### src/rtl/holy_core_pkg.sv
// Shared load/store definitions: funct3 access-type codes, the LSU state
// encoding and a decoder from funct3 to access size and signedness.
package holy_core_pkg;

  localparam logic [2:0] F3_BYTE   = 3'b000;
  localparam logic [2:0] F3_HALF   = 3'b001;
  localparam logic [2:0] F3_WORD   = 3'b010;
  localparam logic [2:0] F3_DWORD  = 3'b011;
  localparam logic [2:0] F3_BYTE_U = 3'b100;
  localparam logic [2:0] F3_HALF_U = 3'b101;
  localparam logic [2:0] F3_WORD_U = 3'b110;

  typedef enum logic [1:0] {
    S_IDLE  = 2'd0,
    S_ISSUE = 2'd1,
    S_WAIT  = 2'd2,
    S_RESP  = 2'd3
  } lsu_state_t;

  // size_log2: 0=byte, 1=half, 2=word, 3=doubleword
  typedef struct packed {
    logic       legal;
    logic [1:0] size_log2;
    logic       is_signed;
  } f3_info_t;

  // Doubleword and word-unsigned only exist on a 64-bit datapath.
  function automatic f3_info_t decode_f3(input logic [2:0] f3, input logic xlen64);
    f3_info_t info;
    info.legal     = 1'b1;
    info.size_log2 = 2'd0;
    info.is_signed = 1'b1;
    case (f3)
      F3_BYTE:   info.size_log2 = 2'd0;
      F3_HALF:   info.size_log2 = 2'd1;
      F3_WORD:   info.size_log2 = 2'd2;
      F3_DWORD: begin
        info.size_log2 = 2'd3;
        info.legal     = xlen64;
      end
      F3_BYTE_U: info.is_signed = 1'b0;
      F3_HALF_U: begin
        info.size_log2 = 2'd1;
        info.is_signed = 1'b0;
      end
      F3_WORD_U: begin
        info.size_log2 = 2'd2;
        info.is_signed = 1'b0;
        info.legal     = xlen64;
      end
      default:   info.legal = 1'b0;
    endcase
    return info;
  endfunction

endpackage

### src/rtl/load_data_extender.sv
// Combinational load-result extender: keeps the low 'size' bytes of the
// already lane-shifted raw data and fills the rest with the sign bit of the
// access (signed loads) or zeros (unsigned loads).
module load_data_extender #(
  parameter int XLEN = 32
) (
  input  logic [XLEN-1:0] raw,
  input  logic [1:0]      size_log2,
  input  logic            is_signed,
  output logic [XLEN-1:0] data
);

  localparam int NB = XLEN / 8;

  logic [3:0] size_b;
  logic       sign;

  // Pick the access MSB, then rebuild the result byte by byte.
  always_comb begin
    size_b = 4'd1 << size_log2;
    sign   = 1'b0;
    for (int i = 0; i < NB; i++) begin
      if (4'(i + 1) == size_b) sign = raw[8*i+7];
    end
    sign = sign & is_signed;
    data = '0;
    for (int i = 0; i < NB; i++) begin
      data[8*i +: 8] = (4'(i) < size_b) ? raw[8*i +: 8] : {8{sign}};
    end
  end

endmodule

### src/rtl/load_store_aligner.sv
// Handshaked load/store aligner between the memory stage and the data bus.
// Turns one request into one or two aligned bus beats with byte enables and
// lane-shifted write data, and returns extended load data.
// Build option MISALIGNED_SPLIT_EN: when defined, accesses straddling a bus
// word are split into two beats and merged; when undefined, any misaligned
// access is answered with rsp_err and no bus traffic.
//
// Handshakes: a request is taken when req_valid && req_ready (ready only in
// IDLE); a bus beat is taken when mem_valid && mem_ready, with all mem_*
// outputs held while waiting; read data is taken on mem_rvalid in WAIT only;
// rsp_valid is a single-cycle pulse the consumer cannot stall.
module load_store_aligner
  import holy_core_pkg::*;
#(
  parameter int XLEN   = 32,
  parameter int ADDR_W = 32
) (
  input  logic                clk,
  input  logic                rst_n,
  input  logic                req_valid,
  output logic                req_ready,
  input  logic                req_write,
  input  logic [2:0]          req_f3,
  input  logic [ADDR_W-1:0]   req_addr,
  input  logic [XLEN-1:0]     req_wdata,
  output logic                rsp_valid,
  output logic [XLEN-1:0]     rsp_rdata,
  output logic                rsp_err,
  output logic                mem_valid,
  input  logic                mem_ready,
  output logic                mem_write,
  output logic [ADDR_W-1:0]   mem_addr,
  output logic [XLEN/8-1:0]   mem_be,
  output logic [XLEN-1:0]     mem_wdata,
  input  logic                mem_rvalid,
  input  logic [XLEN-1:0]     mem_rdata
);

  localparam int NB   = XLEN / 8;
  localparam int OFFW = $clog2(NB);
`ifdef MISALIGNED_SPLIT_EN
  localparam int LANES = 2 * NB;
`else
  localparam int LANES = NB;
`endif
  localparam int WW = 8 * LANES;

  lsu_state_t        state_q, state_d;
  logic              accept;
  logic              beat_done;
  f3_info_t          info_in;
  logic              bad_in;

  logic [ADDR_W-1:0] addr_q;
  logic [XLEN-1:0]   wdata_q;
  logic              write_q;
  logic [1:0]        size_q;
  logic              signed_q;
  logic              err_q;
  logic [XLEN-1:0]   slot0_q;

  logic [OFFW-1:0]   off;
  logic [3:0]        size_b;
  logic [LANES-1:0]  smask;
  logic [LANES-1:0]  be_all;
  logic [XLEN-1:0]   wdata_m;
  logic [WW-1:0]     wdata_all;
  logic [ADDR_W-1:0] base;
  logic [XLEN-1:0]   raw;
  logic [XLEN-1:0]   ext_data;

`ifdef MISALIGNED_SPLIT_EN
  logic              beat_q, beat_d;
  logic              split;
  logic [XLEN-1:0]   slot1_q;
  logic [2*XLEN-1:0] rd_all;
`endif

  assign accept = req_valid & req_ready;

  // Classify the incoming request; only consulted in the accept cycle.
  always_comb begin
    info_in = decode_f3(req_f3, XLEN == 64);
    bad_in  = ~info_in.legal;
`ifndef MISALIGNED_SPLIT_EN
    if ((5'(req_addr[OFFW-1:0]) + (5'd1 << info_in.size_log2)) > 5'(NB)) bad_in = 1'b1;
    if ((4'(req_addr[OFFW-1:0]) & ((4'd1 << info_in.size_log2) - 4'd1)) != 4'd0) bad_in = 1'b1;
`endif
  end

  // State register; reset abandons any access in flight.
  always_ff @(posedge clk) begin
    if (!rst_n) begin
      state_q <= S_IDLE;
`ifdef MISALIGNED_SPLIT_EN
      beat_q  <= 1'b0;
`endif
    end else begin
      state_q <= state_d;
`ifdef MISALIGNED_SPLIT_EN
      beat_q  <= beat_d;
`endif
    end
  end

  // Next-state logic: a finished beat either starts beat 1 or responds.
  always_comb begin
    state_d   = state_q;
    beat_done = 1'b0;
`ifdef MISALIGNED_SPLIT_EN
    beat_d    = beat_q;
`endif
    case (state_q)
      S_IDLE: begin
`ifdef MISALIGNED_SPLIT_EN
        beat_d = 1'b0;
`endif
        if (accept) state_d = bad_in ? S_RESP : S_ISSUE;
      end
      S_ISSUE: begin
        if (mem_ready) begin
          if (write_q) beat_done = 1'b1;
          else         state_d   = S_WAIT;
        end
      end
      S_WAIT:  if (mem_rvalid) beat_done = 1'b1;
      S_RESP:  state_d = S_IDLE;
      default: state_d = S_IDLE;
    endcase
    if (beat_done) begin
`ifdef MISALIGNED_SPLIT_EN
      if (split && !beat_q) begin
        beat_d  = 1'b1;
        state_d = S_ISSUE;
      end else begin
        state_d = S_RESP;
      end
`else
      state_d = S_RESP;
`endif
    end
  end

  // Capture the request so nothing downstream depends on req_* afterwards.
  always_ff @(posedge clk) begin
    if (!rst_n) begin
      addr_q   <= '0;
      wdata_q  <= '0;
      write_q  <= 1'b0;
      size_q   <= 2'd0;
      signed_q <= 1'b0;
      err_q    <= 1'b0;
    end else if (accept) begin
      addr_q   <= req_addr;
      wdata_q  <= req_wdata;
      write_q  <= req_write;
      size_q   <= info_in.size_log2;
      signed_q <= info_in.is_signed;
      err_q    <= bad_in;
    end
  end

  // Collect returned read beats into their slots.
  always_ff @(posedge clk) begin
    if (!rst_n) begin
      slot0_q <= '0;
`ifdef MISALIGNED_SPLIT_EN
      slot1_q <= '0;
`endif
    end else if (state_q == S_WAIT && mem_rvalid) begin
`ifdef MISALIGNED_SPLIT_EN
      if (beat_q) slot1_q <= mem_rdata;
      else        slot0_q <= mem_rdata;
`else
      slot0_q <= mem_rdata;
`endif
    end
  end

  // Lane placement of enables and write data across one or two bus words.
  always_comb begin
    off    = addr_q[OFFW-1:0];
    size_b = 4'd1 << size_q;
    base   = {addr_q[ADDR_W-1:OFFW], {OFFW{1'b0}}};
    smask  = '0;
    for (int i = 0; i < LANES; i++) begin
      if (5'(i) < 5'(size_b)) smask[i] = 1'b1;
    end
    wdata_m = '0;
    for (int i = 0; i < NB; i++) begin
      if (4'(i) < size_b) wdata_m[8*i +: 8] = wdata_q[8*i +: 8];
    end
    be_all    = smask << off;
    wdata_all = WW'(wdata_m) << {off, 3'b000};
  end

`ifdef MISALIGNED_SPLIT_EN
  assign split = (5'(off) + 5'(size_b)) > 5'(NB);

  // Bring the addressed bytes of the two-word window down to lane 0.
  always_comb begin
    rd_all = {slot1_q, slot0_q};
    raw    = '0;
    for (int i = 0; i < NB; i++) begin
      raw[8*i +: 8] = rd_all[8*(i + int'(off)) +: 8];
    end
  end
`else
  assign raw = slot0_q >> {off, 3'b000};
`endif

  load_data_extender #(.XLEN(XLEN)) u_ext (
    .raw       (raw),
    .size_log2 (size_q),
    .is_signed (signed_q),
    .data      (ext_data)
  );

  // Output decode; bus and response fields read zero when not qualified.
  always_comb begin
    req_ready = (state_q == S_IDLE) & rst_n;
    mem_valid = (state_q == S_ISSUE);
    mem_write = 1'b0;
    mem_addr  = '0;
    mem_be    = '0;
    mem_wdata = '0;
    if (mem_valid) begin
      mem_write = write_q;
`ifdef MISALIGNED_SPLIT_EN
      mem_addr  = beat_q ? base + ADDR_W'(NB) : base;
      mem_be    = beat_q ? be_all[2*NB-1:NB] : be_all[NB-1:0];
      mem_wdata = beat_q ? wdata_all[2*XLEN-1:XLEN] : wdata_all[XLEN-1:0];
`else
      mem_addr  = base;
      mem_be    = be_all;
      mem_wdata = wdata_all;
`endif
    end
    rsp_valid = (state_q == S_RESP);
    rsp_err   = rsp_valid & err_q;
    rsp_rdata = (rsp_valid && !err_q && !write_q) ? ext_data : '0;
  end

endmodule

### config.mk
export PLATFORM = sky130hd
export DESIGN_NAME = load_store_aligner
export DESIGN_NICKNAME = d
export VERILOG_FILES = /design/src/rtl/holy_core_pkg.sv /design/src/rtl/load_data_extender.sv /design/src/rtl/load_store_aligner.sv
export SDC_FILE = /design/constraint.sdc
export NUM_CORES = 1
export LEC_CHECK = 0
export ABC_CLOCK_PERIOD_IN_PS = 4000
export BUFFER_PORTS_ARGS = -buffer_cell sky130_fd_sc_hd__buf_2
export CAP_MARGIN = 20
export CORE_MARGIN = 10
export CORE_UTILIZATION = 55
export CTS_CLUSTER_DIAMETER = 80
export CTS_CLUSTER_SIZE = 10
export DETAILED_ROUTE_END_ITERATION = 8
export GPL_TIMING_DRIVEN = 0
export PLACE_DENSITY_LB_ADDON = 0.1
export SYNTH_ARGS = -nofsm -noshare
export SYNTH_HDL_FRONTEND = slang
export SYNTH_HIERARCHICAL = 1
export SYNTH_SLANG_ARGS = --single-unit
### constraint.sdc
create_clock -name clk -period 4 [get_ports clk]
set_input_delay 0.6 -clock clk [delete_from_list [all_inputs] [get_ports clk]]
set_output_delay 0.6 -clock clk [all_outputs]
set_load 0.01 [all_outputs]
Word level (Yosys, flattened, before mapping)

Index checks and enable logic that the tools add are counted.

Logic and storage cells: 97
Output and inout port bits: 105
Flip-flop bits (word level): 103

Add/subtract/negate cells: 2
Bitwise logic cells: 6
Shift operators: 6
Reductions and logical operators: 14
Order comparisons: 9
Multiplexer cells: 36
Equality and inequality tests: 16

Operator list:

| kind                                                                         | count |
|---|---|
| 32-bit two-way mux                                                           | 3 |
| 8-bit two-way mux                                                            | 8 |
| 32-bit by 5-bit << shifter with 32-bit output                                | 1 |
| 32-bit by 5-bit right shift with 32-bit output                               | 1 |
| 1-bit by 4-bit less-than comparator with 1-bit output (first input constant) | 4 |
| 2-bit by 4-bit less-than comparator with 1-bit output (first input constant) | 4 |
| 1-bit two-way mux                                                            | 16 |
| 2-bit case mux with 3 select lines                                           | 2 |
| 2-bit two-way mux                                                            | 5 |
| 3-bit == test (second input constant)                                        | 3 |
| 2-bit by 4-bit == test with 1-bit output (first input constant)              | 2 |
| 4-bit nonzero test                                                           | 2 |
| 1-bit by 2-bit << shifter with 4-bit output (first input constant)           | 2 |
| 3-bit by 2-bit == test with 1-bit output (second input constant)             | 2 |
| 3-bit != test (second input constant)                                        | 2 |
| 2-bit by 5-bit adder with 5-bit output                                       | 1 |
| 5-bit by 3-bit > comparator with 1-bit output (second input constant)        | 1 |
| 5-bit OR reduction                                                           | 1 |
| 1-bit by 2-bit << shifter with 5-bit output (first input constant)           | 1 |
| 1-bit AND                                                                    | 4 |
| 2-bit by 4-bit AND with 4-bit output                                         | 1 |
| 1-bit by 4-bit == test with 1-bit output (first input constant)              | 1 |
| 2-bit == test (second input constant)                                        | 2 |
| 3-bit by 4-bit == test with 1-bit output (first input constant)              | 1 |
| 15 further kinds                                                             | 19 |

Logic depth before layout (Yosys ltp)

Gate-level depths: netlist of the first run.

Depth in word-level cells: 12
Gate-level depth with buffers: 11
Mapped depth without buffers: 11

Hierarchy

Netlist of the first run, hierarchy kept.

Modules (own cells, without submodules):

| module             | instances | cells an instance | area an instance (um^2) |
|---|---|---|---|
| load_store_aligner | 1         | 762               | 5566.6 |
| load_data_extender | 1         | 66                | 385.4 |

Least setup slack after synthesis of the first run

OpenSTA, ideal clock, no wires.

Path type: register to output
Start point: register addr_q[1]
End point: output port rsp_rdata[16]
Arrival time: 1651 ps
Path slack: 1749 ps
Stages on the path, launching flop included: 10
Cells stage by stage: dfxtp_1 > buf_4 > buf_4 > buf_2 > a211oi_1 > a21oi_1 > mux2i_4 > buf_12 > o21ai_2 > and2_1

Word-level cells in the longest chain between the ends: 8

Ends and longest elaborated chain:

| element                                        | RTL line                  | source |
|---|---|---|
| start: declaration                             | load_store_aligner.sv:54  | `logic [ADDR_W-1:0] addr_q;` |
| start signal: assignment                       | load_store_aligner.sv:154 | `addr_q <= req_addr;` |
| 32-bit by 5-bit right shift with 32-bit output | load_store_aligner.sv:209 | `assign raw = slot0_q >> {off, 3'b000};` |
| via raw[7]                                     | load_store_aligner.sv:69  | `logic [XLEN-1:0] raw;` |
| 1-bit two-way mux (4 in series)                | load_data_extender.sv:23  | `if (4'(i + 1) == size_b) sign = raw[8*i+7];` |
| 1-bit AND                                      | load_data_extender.sv:25  | `sign = sign & is_signed;` |
| 8-bit two-way mux                              | load_data_extender.sv:28  | `data[8*i +: 8] = (4'(i) < size_b) ? raw[8*i +: 8] : {8{sign}};` |
| via ext_data[16]                               | load_store_aligner.sv:70  | `logic [XLEN-1:0] ext_data;` |
| 32-bit two-way mux                             | load_store_aligner.sv:241 | `rsp_rdata = (rsp_valid && !err_q && !write_q) ? ext_data : '0;` |
| end: declaration                               | load_store_aligner.sv:27  | `output logic [XLEN-1:0] rsp_rdata,` |

The timed path passes the listed nets, and every way through them passes these cells.

Worst setup path after layout of the first run

Start point: register addr_q[1]
End point: output port rsp_rdata[18]

Same word-level chain as after synthesis.

==> reports/results.ini, run 1 <==
[cells_and_area]
fill_cells = 948
final_cell_mix = nand2_1, buf_2, dfxtp_1, and2_1, nand3_1
drive_above_1_share_pct = 26.8
syn_to_final_growth_pct = 24.0
seq_area_um2 = 2060
multi_input_area_um2 = 3440
final_common_cell = nand2_1
final_cells = 1192
finalNetCount = 1159

[synth]
ys_seq_area_share_pct = 34.6
netlist_instances = 828
synth_edf_count = 0
synthArstFlopShare_pct = 0
yosys.cell_types.count = 44
ys_ff_latch = 103
synthFlopType = dfxtp_1
ys_warn_count = 6
syn_avg_cell_area_um2 = 7.19
mappedNetlistArea_um2 = 5950

[timing]
max_slew_margin_pct = 62.4
setup_violations = 0
fin_skew_ps = 9.36
worstMarginPinSlew_ps = 563
fin_crit_sh_pct = 77.1
min_period_ps = 3080
hold_violations = 0
finalSetupTns_ps = 0
maxSlewViolCount = 0
rsz0062_at_grt = no
timing.fmax_mhz = 324

[run_status]
status = complete, no violations

[setup_path]
reg2reg_depth = 6
critPathKind = reg -> out
cp.arrival_ps = 2480
r2r-start = state_q[0]$_SDFFE_PN0P_
cp-end-kind = primary output
slowest_delay_ps = 390
startpoint = addr_q[1]$_SDFFE_PN0P_
cp_top_family = buffers and inverters
worst_setup_path_start_kind = flip-flop
crit_required_ps = 3400
crit_chain = buf_4, buf_4, buf_2, a211oi_1, a21oi_1, mux2i_4, buf_12, o21ai_2, and2_1, buf_2
crit_path_top_delay_cell = a21oi_1
crit_buf_inv = 5
worstPathMaxFanout = 10
cp.depth = 10

[routing]
firstDrtPassIters = 5
first_iter_violations = 482
drcViolationCount = 0
num_vias = 6234
drtAntennaViolNets = 0
drt_wl_total_um = 19300
wl_per_cell_um = 16.2
vias_per_cell = 5.23

[global_routing]
grt_pass1_wl_um = 30100
grt_max_degree = 19
antenna_found_initial = 5
track_usage_pct = 24.5
grt_pass1_vias = 6012
overflow = 0

[clocking]
clkSinkCount = 103
cts_buffers = 9
cts_root_buf = clkbuf_8
worstSkewPairLatency_ps = 380
clock_path_buffers = 2
post-cts-setup-buffer-count = 0
clk_pin_slew_worst_paths_ps = 110
cts_tree = done
htree_levels = 3
cts_hold_buf = 0
cts-resized-gates = 0

[min_path]
whs_path_depth = 3
hold_path.class = in -> reg
worstHoldStart = req_addr[24]

[power]
leakage_nw = 3.66
p_per_area_nw_per_um2 = 356
vdd_ir_drop_max_v = 0.000257

[die]
initial_utilization_pct = 57.1
die_h_um = 124
row_count = 37
coreArea_um2 = 10400
die_w_um = 124
num_io_pins = 210
die_area_um2 = 15400

[placed_design]
place.gp.congestion = 0.921
dp_cells = 1171
port_buffers = 206
hpwl_um = 15100

[run]
drv_cap = 0

[cells in the mapped netlist (all sizes together) (8+ instances only)]
library cell | count | share of area (%)
o21ai | 52 | 5.1
clkbuf | 36 | 2.3
a21oi | 18 | 1.5
nor2 | 31 | 2.1
nand2 | 241 | 15
a211oi | 24 | 3.0
buf | 46 | 4.9
and2 | 90 | 9.5
nor2b | 19 | 2.0
nand3 | 71 | 6.1
dfxtp | 103 | 35
mux2i | 17 | 3.1
a32oi | 8 | 1.2
a21boi | 36 | 4.5
[flip-flops by register name (all words and copies together), names as in the netlist]
| name | flops |
|---|---|
| addr_q | 32 |
| err_q | 1 |
| signed_q | 1 |
| size_q | 2 |
| slot0_q | 32 |
| state_q | 2 |
| wdata_q | 32 |
| write_q | 1 |
[layer usage]
layer  track usage (%)  vias to the layer above  share of wire, %
met2              38.3                      279                45
met4              8.27                        2               1.5
met3              9.10                       29                12
li1                  -                     3152                 -
met5                 0                        -             0.078
met1              30.5                     2772                41
[worst register-to-register path: stages, from the launching register on]
cell      delay [ps]
dfxtp_1          400
inv_1             80
ha_1             260
nand3_2          180
clkbuf_1         450
nand3_1          140
nand2_1           90
[kinds of logic after synthesis]
family | count (synthesis) | synth area share, %
buffers and inverters | 89 | 7.67
XOR/XNOR | 1 | 0.147
flip-flops | 103 | 34.6
AND/OR/NAND/NOR | 462 | 36.1
AO/OA/AOI/OAI | 147 | 16.5
other | 1 | 0.0630
adder cells (fa/ha/maj) | 8 | 1.81
multiplexers | 17 | 3.07
[final timing paths]
check	to	slack, ps
max	rsp_rdata[18]	920
min	addr_q[24]$_SDFFE_PN0P_	390
max reg2reg	wdata_q[15]$_SDFFE_PN0P_	2340
min reg2reg	addr_q[18]$_SDFFE_PN0P_	450
[stage by stage]
stage / power, mW / instance area [um^2] / setup slack [ps] / util (%) / hold slack (ps)
after floorplan: 1.70 / 5960 / 1750 / - / 429
after global placement: 1.93 / 7160 / 1350 / 68.7 / 437
after detailed placement: 1.94 / 7160 / 1350 / 68.7 / 440
after CTS: 2.63 / 7370 / 923 / 70.8 / 380
after global routing: 2.77 / 7380 / 694 / 70.8 / 391
final: 2.63 / 7380 / 915 / 70.9 / 386
[where the power goes]
group	switching, mW	leakage (nW)	internal, mW	total (mW)
registers	0.0898	0.844	1.14	1.23
logic	0.426	2.71	0.271	0.697
clock network	0.383	0.106	0.315	0.698
[final cells by class]
class	instances	share of cell area, %
inverter	7	0.356
sequential	103	27.9
timing repair buffer	206	14.0
antenna	5	0.169
multi-input combinational	637	46.6
clock buffer	10	1.86
tap	136	2.30
buffer	82	5.83
clock inverter	6	1.03
No activity file was read; power rests on OpenSTA's default activity.
==> inputs of run 2 (changes only) <==
--- a/config.mk
+++ b/config.mk
@@ -5,11 +5,11 @@
 export SDC_FILE = /design/constraint.sdc
 export NUM_CORES = 1
 export LEC_CHECK = 0
-export ABC_CLOCK_PERIOD_IN_PS = 4000
+export ABC_CLOCK_PERIOD_IN_PS = 2650
 export BUFFER_PORTS_ARGS = -buffer_cell sky130_fd_sc_hd__buf_2
 export CAP_MARGIN = 20
 export CORE_MARGIN = 10
-export CORE_UTILIZATION = 55
+export CORE_UTILIZATION = 46
 export CTS_CLUSTER_DIAMETER = 80
 export CTS_CLUSTER_SIZE = 10
 export DETAILED_ROUTE_END_ITERATION = 8
==> constraint.sdc (replaced) <==
create_clock -name clk -period 2.65 [get_ports clk]
set_input_delay 0.3975 -clock clk [delete_from_list [all_inputs] [get_ports clk]]
set_output_delay 0.3975 -clock clk [all_outputs]
set_load 0.01 [all_outputs]
==> run 2 against run 1 <==
Die area up 16%. Clock power grew 110%. Worst setup slack worse by 820 ps. Combinational power is 54% higher. Utilization decreased by 11 points. Sequential share of layout area decreased by 0.78 points. First-iteration DRC count grew 1.2%.
==> reports/results.ini, run 2 (same netlist as run 1, synthesis figures left out) <==
[run_status]
status = complete, no violations

[setup_path]
worst_setup_path_start_kind = flip-flop
r2r_slack_ps = 1030
r2r-start = state_q[0]$_SDFFE_PN0P_
rr_endpoint = slot0_q[27]$_SDFFE_PN0P_
worstPathMaxFanout = 10
crit_required_ps = 2250
critPathKind = reg -> out
startpoint = addr_q[1]$_SDFFE_PN0P_
cp-end-kind = primary output
reg2reg_depth = 6
cp.arrival_ps = 2160

[clocking]
cts_tree = done
clk_pin_slew_worst_paths_ps = 80
worstSkewPairLatency_ps = 360
htree_levels = 3
clkSinkCount = 103
clock_path_buffers = 2
cts_hold_buf = 0
cts_buffers = 9
cts_root_buf = clkbuf_16

[min_path]
min_to = addr_q[24]$_SDFFE_PN0P_
worstHoldStart = req_addr[24]
hold_path.class = in -> reg
whs_path_depth = 3

[run]
drv_cap = 0

[power]
leakage_nw = 3.73
p_per_area_nw_per_um2 = 577
vdd_ir_drop_max_v = 0.000475

[global_routing]
antenna_found_initial = 7
grt_pass1_vias = 5944
grt_pass1_wl_um = 31400
overflow = 0
grt_max_degree = 20
track_usage_pct = 21.5

[timing]
rsz0062_at_grt = no
finalSetupTns_ps = 0
setup_violations = 0
maxSlewViolCount = 0
min_period_ps = 2560
timing.fmax_mhz = 391
fin_skew_ps = 13.0
fin_crit_sh_pct = 96.5
hold_violations = 0
worstMarginPinSlew_ps = 518
max_slew_margin_pct = 65.5

[cells_and_area]
drive_above_1_share_pct = 27.4
final_cells = 1224
top_regs = addr_q: 32 flops, slot0_q: 32 flops, wdata_q: 32 flops
final_common_cell = nand2_1
final_cell_mix = nand2_1, buf_2, dfxtp_1, and2_1, nand3_1
syn_to_final_growth_pct = 27.6
finalNetCount = 1158

[routing]
firstDrtPassIters = 5
wl_per_cell_um = 16.2
vias_per_cell = 5.09
num_vias = 6232
drcViolationCount = 0
drtAntennaViolNets = 0
drt_wl_total_um = 19900
first_iter_violations = 488

[die]
initial_utilization_pct = 47.0
coreArea_um2 = 12700
row_count = 41
die_w_um = 134
die_h_um = 134
num_io_pins = 210
die_area_um2 = 17900

[placed_design]
hpwl_um = 15600
dp_cells = 1207
place.gp.congestion = 0.942
port_buffers = 206

-- run 2: cell types whose count changed in the layout (fill, tap and decap cells not counted), sizes merged --
| cell | delta |
|---|---|
| buf | -4 |
| clkbuf | +3 |
| clkinvlp | -1 |
| diode | -3 |
| inv | +1 |
-- run 2: timing repair --
action	CTS	global route
pin swaps	0	0
gates resized for setup	3	18
gates cloned	0	0
buffers inserted	1	0
setup endpoints to repair	24	26
-- run 2: metal layers --
metal  global-route usage [%]  vias to the layer above  wire length [um]
li1                         -                     3158                 -
met1                     27.5                     2774              8750
met2                     32.4                      269              8600
met3                     9.59                       23              2260
met4                     4.84                        8               197
met5                        0                        -                48
-- run 2: through the flow --
stage	utilization (%)	cell area, um^2	hold WS, ps	total power, mW	setup slack [ps]
floorplan	-	5960	429	2.57	602
global placement	56.8	7200	438	2.93	192
detailed placement	56.8	7200	440	2.93	178
CTS	59.4	7530	201	4.38	24.4
global route	59.9	7590	213	4.61	5.53
finish	59.9	7600	208	4.38	91.8
-- run 2: layout make-up --
cell class,instances,area (um^2)
multi-input combinational,637,3480
fill,1302,5070
timing repair buffer,207,1040
clock inverter,6,85.1
sequential,103,2060
antenna,2,5.00
tap,172,215
buffer,80,444
clock buffer,10,239
inverter,7,26.3
-- run 2: report_power, final --
| group | leakage [nW] | internal, mW | switching [mW] |
|---|---|---|---|
| clock | 0.161 | 0.786 | 0.664 |
| sequential | 0.844 | 1.72 | 0.137 |
| combinational | 2.73 | 0.425 | 0.650 |
-- run 2: worst max-delay path by stage --
stage	cells past startpoint	slack, ps	end
floorplan	9	600	rsp_rdata[16]
global route	9	6	rsp_rdata[29]
CTS	9	20	rsp_rdata[26]
detailed placement	10	180	rsp_rdata[17]
finish	9	90	rsp_rdata[17]
global placement	10	190	rsp_rdata[18]
-- run 2: critical path: stages, from the launching register on --
cell and delay [ps]:
dfxtp_1 310, buf_4 160, buf_12 160, mux2i_4 310, a21oi_4 120, mux2i_4 240
buf_12 180, o21ai_2 50, and2_1 130, buf_2 130
==> inputs of run 3 (changes only) <==
--- a/config.mk
+++ b/config.mk
@@ -6,16 +6,16 @@
 export NUM_CORES = 1
 export LEC_CHECK = 0
 export ABC_CLOCK_PERIOD_IN_PS = 2650
-export BUFFER_PORTS_ARGS = -buffer_cell sky130_fd_sc_hd__buf_2
 export CAP_MARGIN = 20
 export CORE_MARGIN = 10
-export CORE_UTILIZATION = 46
+export CORE_UTILIZATION = 58
 export CTS_CLUSTER_DIAMETER = 80
 export CTS_CLUSTER_SIZE = 10
 export DETAILED_ROUTE_END_ITERATION = 8
+export DONT_BUFFER_PORTS = 1
 export GPL_TIMING_DRIVEN = 0
 export PLACE_DENSITY_LB_ADDON = 0.1
+export SLEW_MARGIN = 15
 export SYNTH_ARGS = -nofsm -noshare
 export SYNTH_HDL_FRONTEND = slang
-export SYNTH_HIERARCHICAL = 1
 export SYNTH_SLANG_ARGS = --single-unit
==> run 3 against run 2 <==
The run now ends with setup timing left. Clock power fell by 35%. Synthesized cell count is 11% lower. Area after synthesis is 8.0% lower. Largest cell class unchanged.
==> reports/results.ini, run 3 <==
[run_status]
status = finished, violations left
violations = setup timing

[synth]
synthFlopType = dfxtp_1
synth_area_leaders = dfxtp_1, nand2_1, a211oi_1
yosys.cell_types.count = 47
synth_most_common_cell = nand2_1
ys_seq_area_share_pct = 37.7
synth_commonest_cells = nand2_1, dfxtp_1, and2_1, a211oi_1, o21ai_0
netlist_instances = 733
ys_warn_count = 0
synth_edf_count = 0
ys_ff_latch = 103
synthArstFlopShare_pct = 0
syn_avg_cell_area_um2 = 7.47
yosysTopAreaCell = dfxtp_1
mappedNetlistArea_um2 = 5480
synth_top_area_share_pct = 37.7

[power]
leakage_nw = 2.19
total_power_mw = 4.37
p_per_area_nw_per_um2 = 721
vdd_ir_drop_max_v = 0.000358

[clocking]
htree_levels = 3
worstSkewPairLatency_ps = 390
cts_hold_buf = 0
clkSinkCount = 103
cts_buffers = 9
clock_path_buffers = 2
cts_root_buf = clkbuf_8
cts_tree = done
clk_pin_slew_worst_paths_ps = 110

[global_routing]
grt_pass1_wl_um = 27300
overflow = 0
grt_max_degree = 19
grt_pass1_vias = 5041
track_usage_pct = 25.4
antenna_found_initial = 0

[timing]
fin_crit_sh_pct = 101
hold_slack_ps = 116
worstMarginPinSlew_ps = 652
min_period_ps = 2690
setup_violations = 11
max_slew_margin_pct = 56.5
fin_skew_ps = 7.61
fin_ws_ps = -35.2
maxSlewViolCount = 0
rsz0062_at_grt = yes
hold_violations = 0
timing.fmax_mhz = 372

[routing]
met1_length_um = 7210
met2_length_um = 8470
top_layer_used = met4
wl_per_cell_um = 21.0
vias_per_cell = 6.08
drtAntennaViolNets = 0
num_vias = 5264
firstDrtPassIters = 5
drcViolationCount = 0
drt_wl_total_um = 18200
wl_met3_um = 2060
first_iter_violations = 556

[setup_path]
cp.arrival_ps = 2290
r2r_slack_ps = 430
worstPathMaxFanout = 6
critPathKind = reg -> out
crit_required_ps = 2250
r2r-start = state_q[0]$_SDFFE_PN0P_
startpoint = state_q[1]$_SDFFE_PN0P_
cp-end-kind = primary output
reg2reg_depth = 9
worst_setup_path_start_kind = flip-flop

[die]
initial_utilization_pct = 59.6
die_area_um2 = 13700
die_h_um = 117
row_count = 35
num_io_pins = 210
die_w_um = 117
coreArea_um2 = 9200

[cells_and_area]
antennaDiodeCount = 0
finalNetCount = 864
top_regs = addr_q: 32 flops, slot0_q: 32 flops, wdata_q: 32 flops
final_common_cell = nand2_1
final_cell_mix = nand2_1, dfxtp_1, and2_1, o21ai_0, a21boi_0
syn_to_final_growth_pct = 10.6
fill_cells = 824
drive_above_1_share_pct = 11.5

[min_path]
whs_path_depth = 2
hold_path.class = in -> reg
worstHoldStart = req_addr[9]

[placed_design]
place.gp.congestion = 0.930
hpwl_um = 14000
port_buffers = 0

[run]
drv_cap = 0

==> run 3: cell count changes after synthesis, moves of 3 or more <==
cell and change:
buf_2 -7, nand2_1 -28, a21o_1 +10, nand3_1 -64, buf_1 +7, nor3b_1 +8, o21ai_1 +35, a221oi_1 +8
a32oi_1 -8, a211oi_1 +15, and2_1 -47, buf_6 -3, buf_4 -9, o21ai_2 -11
==> run 3: path summary, 6_finish.rpt <==
kind	endpoint
hold / removal	addr_q[9]$_SDFFE_PN0P_
setup / recovery	rsp_rdata[17]
hold reg to reg	addr_q[3]$_SDFFE_PN0P_
setup reg to reg	signed_q$_SDFFE_PN0P_
==> run 3: where the power goes <==
part	total, mW	internal (mW)	switching [mW]
clock network	0.944	0.353	0.591
registers	2.05	1.83	0.222
logic	1.37	0.472	0.903
==> run 3: what timing repair did <==
item	in CTS	in global routing
buffers inserted	1	6
pin swaps	9	14
gates resized for setup	33	21
endpoints found under the setup margin	88	33
==> run 3: area by class of cell <==
| cell class | count | area [um^2] | area share, % |
|---|---|---|---|
| sequential | 103 | 2070 | 34.2 |
| multi-input combinational | 559 | 3280 | 54.2 |
| clock inverter | 6 | 53.8 | 0.889 |
| buffer | 65 | 312 | 5.15 |
| tap | 111 | 139 | 2.29 |
| inverter | 6 | 22.5 | 0.372 |
| clock buffer | 9 | 124 | 2.05 |
| timing repair buffer | 7 | 52.6 | 0.868 |
==> run 3: worst max-delay path, stage by stage, from the launching register on <==
cell	delay, ps
dfxtp_4	390
ha_4	190
or3b_4	410
or3b_4	400
buf_12	150
buf_4	150
o21ai_2	210
==> run 3: cells by family (layout without fill, tap and decap cells) <==
logic type | count (synthesis) | in the layout | synth area share (%)
AO/OA/AOI/OAI | 197 | 197 | 23.3
XOR/XNOR | 1 | 1 | 0.160
adder cells (fa/ha/maj) | 8 | 8 | 1.96
buffers and inverters | 72 | 93 | 5.67
flip-flops | 103 | 103 | 37.7
multiplexers | 18 | 18 | 3.75
other | 1 | 2 | 0.0685
AND/OR/NAND/NOR | 333 | 333 | 27.4
==> run 3: through the flow <==
stage | setup WS, ps | TNS, ps | instances | cell area (um^2) | util, %
3_3_place_gp | 48.8 | 0 | 845 | 5620 | 61.1
4_1_cts | -27.2 | -172 | 861 | 5930 | 64.5
5_1_grt | -102 | -1330 | 866 | 6050 | 65.8
3_5_place_dp | 2.98 | 0 | 845 | 5620 | 61.1
6_report | -35.2 | -249 | 866 | 6050 | 65.8
2_1_floorplan | 455 | 0 | 734 | 5480 | -
==> run 3: layer usage <==
metal | global-route usage (%) | vias up
li1 | - | 2506
met3 | 9.99 | 40
met1 | 31.1 | 2450
met5 | 0 | -
met2 | 40.6 | 268
met4 | 7.41 | 0
